[src/rtl/alu_issue_arbiter.sv]
// Round-robin issue arbiter for a shared fixed-latency ALU, with a shadow pipeline for writeback routing.
// Optional perf counters are enabled with `define ALU_ISSUE_ARB_PERF_EN.
module alu_issue_arbiter #(
    parameter int unsigned NUM_REQ    = 4,
    parameter int unsigned BR_W       = 20,
    parameter int unsigned PIPE_DEPTH = 3,
    parameter int unsigned ROB_W      = 7
) (
    input  logic                       clock,
    input  logic                       reset,
    input  logic [NUM_REQ-1:0]         req_valid,
    input  logic [NUM_REQ*BR_W-1:0]    req_br_mask,
    input  logic [NUM_REQ*ROB_W-1:0]   req_rob_idx,
    output logic [NUM_REQ-1:0]         req_ready,
    input  logic                       unit_ready,
    input  logic [BR_W-1:0]            brupdate_b1_resolve_mask,
    input  logic [BR_W-1:0]            brupdate_b1_mispredict_mask,
    input  logic                       flush,
    output logic                       issue_valid,
    output logic [$clog2(NUM_REQ)-1:0] issue_src,
    output logic [BR_W-1:0]            issue_br_mask,
    output logic [ROB_W-1:0]           issue_rob_idx,
    output logic                       wb_valid,
    output logic [$clog2(NUM_REQ)-1:0] wb_src,
    output logic [ROB_W-1:0]           wb_rob_idx
`ifdef ALU_ISSUE_ARB_PERF_EN
   ,output logic [31:0]                perf_grants,
    output logic [31:0]                perf_conflicts,
    output logic [31:0]                perf_kills
`endif
);

    localparam int unsigned SRC_W = $clog2(NUM_REQ);
    localparam int unsigned NST   = PIPE_DEPTH - 1;

    logic [SRC_W-1:0]   rr_ptr;
    logic [NUM_REQ-1:0] eligible;
    logic               grant_found;
    logic [SRC_W-1:0]   grant_idx;
    logic               handshake;
    logic [BR_W-1:0]    sel_br_mask;
    logic [ROB_W-1:0]   sel_rob_idx;
    logic               issue_kill;

    logic               st_valid [NST];
    logic [SRC_W-1:0]   st_src   [NST];
    logic [ROB_W-1:0]   st_rob   [NST];
    logic [BR_W-1:0]    st_mask  [NST];
    logic               st_kill  [NST];

    always_comb begin
        eligible = '0;
        for (int unsigned i = 0; i < NUM_REQ; i++) begin
            eligible[i] = req_valid[i]
                        && ((req_br_mask[i*BR_W +: BR_W] & brupdate_b1_mispredict_mask) == '0)
                        && !flush;
        end
    end

    // Scan from rr_ptr with modulo wrap; first eligible index wins.
    always_comb begin
        int unsigned cand;
        grant_found = 1'b0;
        grant_idx   = '0;
        cand        = 0;
        for (int unsigned k = 0; k < NUM_REQ; k++) begin
            cand = (32'(rr_ptr) + k) % NUM_REQ;
            if (!grant_found && eligible[cand]) begin
                grant_found = 1'b1;
                grant_idx   = SRC_W'(cand);
            end
        end
    end

    always_comb begin
        req_ready = '0;
        if (grant_found && unit_ready && !reset) begin
            req_ready[grant_idx] = 1'b1;
        end
    end

    assign handshake   = |req_ready;
    assign sel_br_mask = req_br_mask[grant_idx*BR_W +: BR_W];
    assign sel_rob_idx = req_rob_idx[grant_idx*ROB_W +: ROB_W];

    assign issue_kill = issue_valid
                     && (((issue_br_mask & brupdate_b1_mispredict_mask) != '0) || flush);

    always_comb begin
        for (int unsigned k = 0; k < NST; k++) begin
            st_kill[k] = st_valid[k]
                      && (((st_mask[k] & brupdate_b1_mispredict_mask) != '0) || flush);
        end
    end

    assign wb_valid   = st_valid[NST-1] && !st_kill[NST-1] && !reset;
    assign wb_src     = st_src[NST-1];
    assign wb_rob_idx = st_rob[NST-1];

    always_ff @(posedge clock or posedge reset) begin
        if (reset) begin
            rr_ptr        <= '0;
            issue_valid   <= 1'b0;
            issue_src     <= '0;
            issue_br_mask <= '0;
            issue_rob_idx <= '0;
            for (int unsigned k = 0; k < NST; k++) begin
                st_valid[k] <= 1'b0;
                st_src[k]   <= '0;
                st_rob[k]   <= '0;
                st_mask[k]  <= '0;
            end
        end else begin
            issue_valid <= handshake;
            if (handshake) begin
                issue_src     <= grant_idx;
                issue_br_mask <= sel_br_mask & ~brupdate_b1_resolve_mask;
                issue_rob_idx <= sel_rob_idx;
                if (32'(grant_idx) == NUM_REQ - 1) begin
                    rr_ptr <= '0;
                end else begin
                    rr_ptr <= grant_idx + 1'b1;
                end
            end

            // Shadow pipeline advances unconditionally; killed entries enter as invalid.
            st_valid[0] <= issue_valid && !issue_kill;
            st_src[0]   <= issue_src;
            st_rob[0]   <= issue_rob_idx;
            st_mask[0]  <= issue_br_mask & ~brupdate_b1_resolve_mask;
            for (int unsigned k = 1; k < NST; k++) begin
                st_valid[k] <= st_valid[k-1] && !st_kill[k-1];
                st_src[k]   <= st_src[k-1];
                st_rob[k]   <= st_rob[k-1];
                st_mask[k]  <= st_mask[k-1] & ~brupdate_b1_resolve_mask;
            end
        end
    end

`ifdef ALU_ISSUE_ARB_PERF_EN
    logic [31:0] kill_cnt;
    logic [32:0] kills_sum;

    always_comb begin
        kill_cnt = {31'd0, issue_kill};
        for (int unsigned k = 0; k < NST; k++) begin
            kill_cnt = kill_cnt + {31'd0, st_kill[k]};
        end
    end

    assign kills_sum = {1'b0, perf_kills} + {1'b0, kill_cnt};

    always_ff @(posedge clock or posedge reset) begin
        if (reset) begin
            perf_grants    <= '0;
            perf_conflicts <= '0;
            perf_kills     <= '0;
        end else begin
            if (handshake && perf_grants != '1) begin
                perf_grants <= perf_grants + 32'd1;
            end
            if (unit_ready && $countones(eligible) >= 2 && perf_conflicts != '1) begin
                perf_conflicts <= perf_conflicts + 32'd1;
            end
            perf_kills <= kills_sum[32] ? '1 : kills_sum[31:0];
        end
    end
`endif

endmodule

[config.mk]
export PLATFORM = sky130hd
export DESIGN_NAME = alu_issue_arbiter
export DESIGN_NICKNAME = d
export VERILOG_FILES = /design/src/rtl/alu_issue_arbiter.sv
export SDC_FILE = /design/constraint.sdc
export NUM_CORES = 1
export LEC_CHECK = 0
export CELL_PAD_IN_SITES_DETAIL_PLACEMENT = 1
export CELL_PAD_IN_SITES_GLOBAL_PLACEMENT = 2
export CORE_MARGIN = 2
export CORE_UTILIZATION = 29
export CTS_BUF_LIST = sky130_fd_sc_hd__clkbuf_8
export CTS_CLUSTER_DIAMETER = 80
export CTS_CLUSTER_SIZE = 14
export DETAILED_ROUTE_END_ITERATION = 6
export GPL_TIMING_DRIVEN = 0
export PLACE_DENSITY = 0.83
export SLEW_MARGIN = 20
export SYNTH_ARGS = -nofsm -noshare
export SYNTH_HDL_FRONTEND = slang
export SYNTH_SLANG_ARGS = --single-unit
[constraint.sdc]
create_clock -name clock -period 6.6 [get_ports clock]
set_clock_uncertainty 0.05 [all_clocks]
set_input_delay 0.66 -clock clock [delete_from_list [all_inputs] [get_ports clock]]
set_output_delay 0.66 -clock clock [all_outputs]
set_load 0.02 [all_outputs]
; ---- Word-level counts from Yosys, hierarchy flattened
; Index checks and enable logic that the tools add are counted.
[word_totals]
output_inout_bits = 44
ff_bits = 92
word_cells = 99
[op_classes]
shifts = 2
n_mul = 2
n_eq_ne = 1
muxes = 20
addsub = 4
n_bitwise = 11
reduce_logical = 40
magnitude_cmp = 6
[op_table]
columns = operator, n
row1 = bitwise AND 20 bit, 10
row2 = zero test 20 bit, 4
row3 = variable part select 80 x 8 -> 20 bit, 1
row4 = nonzero test 20 bit, 3
row5 = variable part select 28 x 6 -> 7 bit, 1
row6 = logical AND 1 bit, 21
row7 = NOT 20 bit, 1
row8 = < comparator 2 x 3 -> 1 bit (second input constant), 5
row9 = multiplier 2 x 3 -> 5 bit (second input constant), 2
row10 = 2-to-1 mux 2 bit, 5
row11 = 2-to-1 mux 1 bit, 9
row12 = binary-select mux 1 bit (select 2 bit), 4
row13 = zero test 1 bit, 8
row14 = adder 2 x 1 -> 2 bit (second input constant), 2
row15 = adder 2 bit (second input constant), 2
row16 = 2-to-1 mux 4 bit, 1
row17 = OR reduction 4 bit, 1
row18 = logical OR 1 bit, 3
row19 = demux 1 bit (select 2 bit), 1
row20 = equality test 2 bit (second input constant), 1
row21 = >= comparator 2 x 1 -> 1 bit (second input constant), 1

; ---- Longest topological paths before layout
[logic_depth]
word_depth = 22
depth_mapped = 17

; ---- Worst setup path after synthesis
; Ideal clock, no wire load.
[synth_path]
path_kind = input-to-reg
startpoint = input port reset
endpoint = register issue_br_mask[12]
setup_time_ns = 0.128
path_stages = 8
path_slack_ns = 2.466
t_arrival_ns = 3.956
n_path_buf = 3
cell_sequence = inv_1 > nand3_1 > or2_1 > buf_6 > buf_6 > buf_2 > nand2_1 > o31ai_1
[synth_between]
elab_chain_cells = 4
[synth_lines]
columns = item, line_no
row1 = start: declaration, 10  ; input logic reset,
row2 = zero test 1 bit (no line), n/a
row3 = logical AND 1 bit, 77  ; if (grant_found && unit_ready && !reset) begin
row4 = 2-to-1 mux 4 bit, 77
row5 = OR reduction 4 bit, 82  ; assign handshake = |req_ready;
row6 = end signal: assignment, 117  ; issue_br_mask <= sel_br_mask & ~brupdate_b1_resolve_mask;
row7 = end: declaration, 21  ; output logic [BR_W-1:0] issue_br_mask,
; No other way between the ends.
; A chain may end at the register's enable or synchronous reset.

; ---- Worst setup path in the final report
[layout_path]
startpoint = input port flush
endpoint = output port req_ready[1]
[layout_between]
elab_chain_cells = 19
word_cells_on_any_way = 35
cone_classes = 2 x order compare / 19 x mux / 14 x reduce/logical
[layout_lines]
columns = item, line_no
row1 = start: declaration, 18  ; input logic flush,
row2 = zero test 1 bit (*), 56  ; && !flush;
row3 = logical AND 1 bit, 56
row4 = binary-select mux 1 bit (select 2 bit), 68  ; if (!grant_found && eligible[cand]) begin
row5 = 2-to-1 mux 1 bit (implied by the code), 68
row6 = 2-to-1 mux 1 bit, 68
row7 = zero test 1 bit, 68
row8 = logical AND 1 bit, 68
row9 = 2-to-1 mux 1 bit, 68
row10 = [4 not listed], n/a
row11 = logical AND 1 bit, 68
row12 = 2-to-1 mux 2 bit (*), 68
row13 = via grant_idx[0], 39  ; logic [SRC_W-1:0] grant_idx;
row14 = < comparator 2 x 3 -> 1 bit (implied by the code) / >= comparator 2 x 1 -> 1 bit (equally long branches), 78  ; req_ready[grant_idx] = 1'b1;
row15 = logical AND 1 bit (implied by the code), 78
row16 = 2-to-1 mux 1 bit (implied by the code), 78
row17 = demux 1 bit (select 2 bit) (*), 78
row18 = 2-to-1 mux 4 bit (*), 77
row19 = end: declaration, 14  ; output logic [NUM_REQ-1:0] req_ready,
; Mark *: on every way through the listed nets, which the timed path passes. The rest lies on a longest branch. The select of a mux whose other input is x is not followed.

==> impl_metrics.csv <==
group,metric,value,unit
final_layout,final_core_util,41.9,%
route,wl,27.8,mm
critical_path,slowest_stage,"nor4_1",
critical_path,cp.required,5.89,ns
sta,whs,0.292,ns
sta,relSlewSlack,47.5,%
logic_synthesis,synth_cell_type_count,56,
route,firstDrtPassIters,5,
critical_path,path_common_cell,"clkdlybuf4s50_1",
critical_path,cp_slowest_stage_delay,0.69,ns
global_route,grt_pass1_wl,40.7,mm
power_and_ir_drop,switching_share,29.4,%
place,dpl.hpwl,22.4,mm
final_layout,drive_gt1_share,9.35,%
global_route,overflow,0,
sta,grt_setup_unrepaired,"no",
route,drc,0,
global_route,grt_max_degree,57,
critical_path,critPathBufInv,4,
sta,tightest_slew,0.787,ns
place,portBuffers,179,
hold_path,hp-class,"reg2reg",
sta,final-setup-viol-count,0,
route,vias,5923,
critical_path,path_max_fanout,11,
logic_synthesis,async_flop_share,100,%
power_and_ir_drop,internal-power,0.864,mW
logic_synthesis,synth_top_area_cell,"dfrtp_1",
final_layout,diodes,0,
logic_synthesis,ys_seq_area_share,41.9,%
cts,cts_tree,"done",
logic_synthesis,synth_area,5500,sq um
logic_synthesis,netlist_instances,563,
floorplanning,start_util,29.5,%
sta,fin_crit_sh,80.6,%
route,drt_iter0_drc,395,
power_and_ir_drop,ir_drop,0.106,mV
place,gp_congestion,0.951,
logic_synthesis,synth_edf_count,0,
final_layout,final.fill_count,2125,
cts,path_clk_slew,0.10,ns
power_and_ir_drop,p_total,1.23,mW
cts,cts_inserted_buffers,9,
critical_path,critPathTopFamily,"buffers and inverters",
floorplanning,design.core.area,18600,sq um
logic_synthesis,synth_fp_nets,723,
cts,post_cts_resized,0,
power_and_ir_drop,pwr-share-seq,47.8,%
global_route,grt_usage,27.6,%
cts,hold_buffers,0,
floorplanning,die_area,20100,sq um
final_layout,area_growth,41.9,%
logic_synthesis,yosys.area.top_type_share,41.9,%
final_layout,multi_input_area,2860,sq um
global_route,antenna_found_initial,0,
floorplanning,rows,50,
cts,cts_root_buffer,"clkbuf_8",
critical_path,critPathKind,"in2out",
power_and_ir_drop,powerDensity,157,nW/um^2
power_and_ir_drop,p_clk_share,30.7,%
cts,clock_latency,0.38,ns
sta,layout_min_cycle_time,5.32,ns
critical_path,worstPathArrival,4.61,ns
power_and_ir_drop,comb_power_share,21.5,%
sta,finalSetupTns,0,ns
cts,clk_path_buf_depth,2,
critical_path,crit_path_start_kind,"input pin",
logic_synthesis,syn_avg_cell_area,9.77,sq um
sta,slew_viol_final,0,
final_layout,mostFrequentLayoutCell,"clkdlybuf4s50_1",
logic_synthesis,yosysWarnings,0,
final_layout,nets,914,
sta,finalHoldViolations,0,
global_route,grt_pass1_vias,6233,
floorplanning,pin_count,200,
floorplanning,dieWidth,142,um
cts,cts-htree-levels,3,
critical_path,crit_path_cell_trace,"clkdlybuf4s50_1 > nor2b_1 > nand4_1 > nor4_1 > o22ai_1 > a2111o_1 > inv_2 > buf_2 > ha_1 > and2_1 > clkdlybuf4s50_1",
route,viasPerCell,5.96,
logic_synthesis,ys.flop_type,"dfrtp_1",
route,wl_per_cell,27.9,um
outcome,status,"complete, no violations",
route,ant_nets,0,
critical_path,end_kind,"primary output",
final_layout,seqCellArea,2300,sq um
power_and_ir_drop,switching_power,0.361,mW
cts,cts_num_sinks,92,
sta,max_clock_freq,188,MHz
cts,postCtsSetupBuffers,0,
final_layout,layout_common_cells,"clkdlybuf4s50_1, dfrtp_1, a22oi_1, nand2_1, nor2b_1",
floorplanning,fp.dieH,142,um
power_and_ir_drop,leakage,3.11,nW
logic_synthesis,ys_ff_latch,92,
run,maxCapViolations,0,
logic_synthesis,synth_area_leaders,"dfrtp_1, a22oi_1, nor2b_1",
## synth_stat cells, drive strengths merged, types with 4 or more instances
| master | number |
|---|---|
| nor2 | 13 |
| o31ai | 17 |
| dfrtp | 92 |
| nor2b | 43 |
| a22o | 5 |
| clkbuf | 16 |
| o31a | 27 |
| mux2i | 7 |
| or4 | 5 |
| buf | 40 |
| a311oi | 11 |
| a222oi | 8 |
| ha | 4 |
| nand3 | 11 |
| a22oi | 56 |
| nand2 | 56 |
| or3 | 18 |
| nand4 | 21 |
| a221oi | 25 |
| a211oi | 16 |
| a2111oi | 7 |
| nor3 | 6 |
| and2 | 25 |
| inv | 5 |
| nor4 | 4 |
## path summary, 6_finish.rpt
kind / start / endpoint / slack [ns] / cells after the start
max: flush / req_ready[1] / 1.28 / 11
min: st_rob[12] / wb_rob_idx[5] / 0.29 / 0
max reg2reg: rr_ptr[1] / issue_br_mask[10] / 2.75 / 13
min reg2reg: st_rob[12] / wb_rob_idx[5] / 0.29 / 0
max in group asynchronous: reset / st_mask[13] / 5.09 / 3
min in group asynchronous: reset / issue_valid / 0.76 / 2
## flip-flops by register name, indices dropped and copies added (netlist names)
signal / count
wb_rob_idx: 7
st_src: 2
issue_br_mask: 20
st_mask: 40
issue_valid: 1
issue_rob_idx: 7
st_rob: 7
rr_ptr: 2
st_valid: 2
issue_src: 2
wb_src: 2
## routing by layer
layer / up-vias / part of all wire, % / track usage (%) / wire length, um
met1: 3019 / 44 / 37.7 / 12200
met5: - / 0 / 0 / 0
met3: 48 / 5.9 / 3.48 / 1630
met2: 277 / 47 / 45.1 / 13100
li1: 2579 / - / - / -
met4: 0 / 3.0 / 9.58 / 824
## final cells by class
cell class,count,area share [%]
Buffer,56,4.04
Tap cell,234,3.75
Clock inverter,5,0.465
Inverter,6,0.321
Multi-Input combinational cell,409,36.7
Clock buffer,11,1.94
Sequential cell,92,29.5
Timing Repair Buffer,180,23.3
## cells by family after synthesis
family | share of synthesized area (%)
buffers and inverters | 6.14
DFF | 41.9
adders and majority gates | 0.910
and+or+nand+nor | 21.5
AOI/OAI and AO/OA | 28.3
muxes | 1.27
## power groups by stage
stage / combinational (mW) / sequential [mW] / clock (mW)
2_1_floorplan: 0.0896 / 0.600 / 0
3_3_place_gp: 0.256 / 0.596 / 0
3_5_place_dp: 0.260 / 0.597 / 0
4_1_cts: 0.261 / 0.586 / 0.376
5_1_grt: 0.279 / 0.587 / 0.400
6_report: 0.264 / 0.586 / 0.376
## worst register-to-register path, cell delays in order (launching register included)
cell and delay, ns:
dfrtp_1 0.49, inv_1 0.14, and4_1 0.18, a2111o_1 0.46, clkbuf_1 0.35, ha_1 0.33
or4_1 0.53, nand3_1 0.30, or2_1 0.17, buf_6 0.14, buf_6 0.19, buf_2 0.26
nand2_1 0.09, o31ai_1 0.08
## metrics by stage
stage | worst slack [ns] | cell area, sq um | std cells
after floorplan | 2.47 | 5500 | 563
after global placement | 0.362 | 7580 | 976
after detailed placement | 0.933 | 7610 | 977
after CTS | 1.30 | 7800 | 993
after global routing | 0.997 | 7800 | 993
final | 1.28 | 7800 | 993
Power figures use the tool's default switching activity.
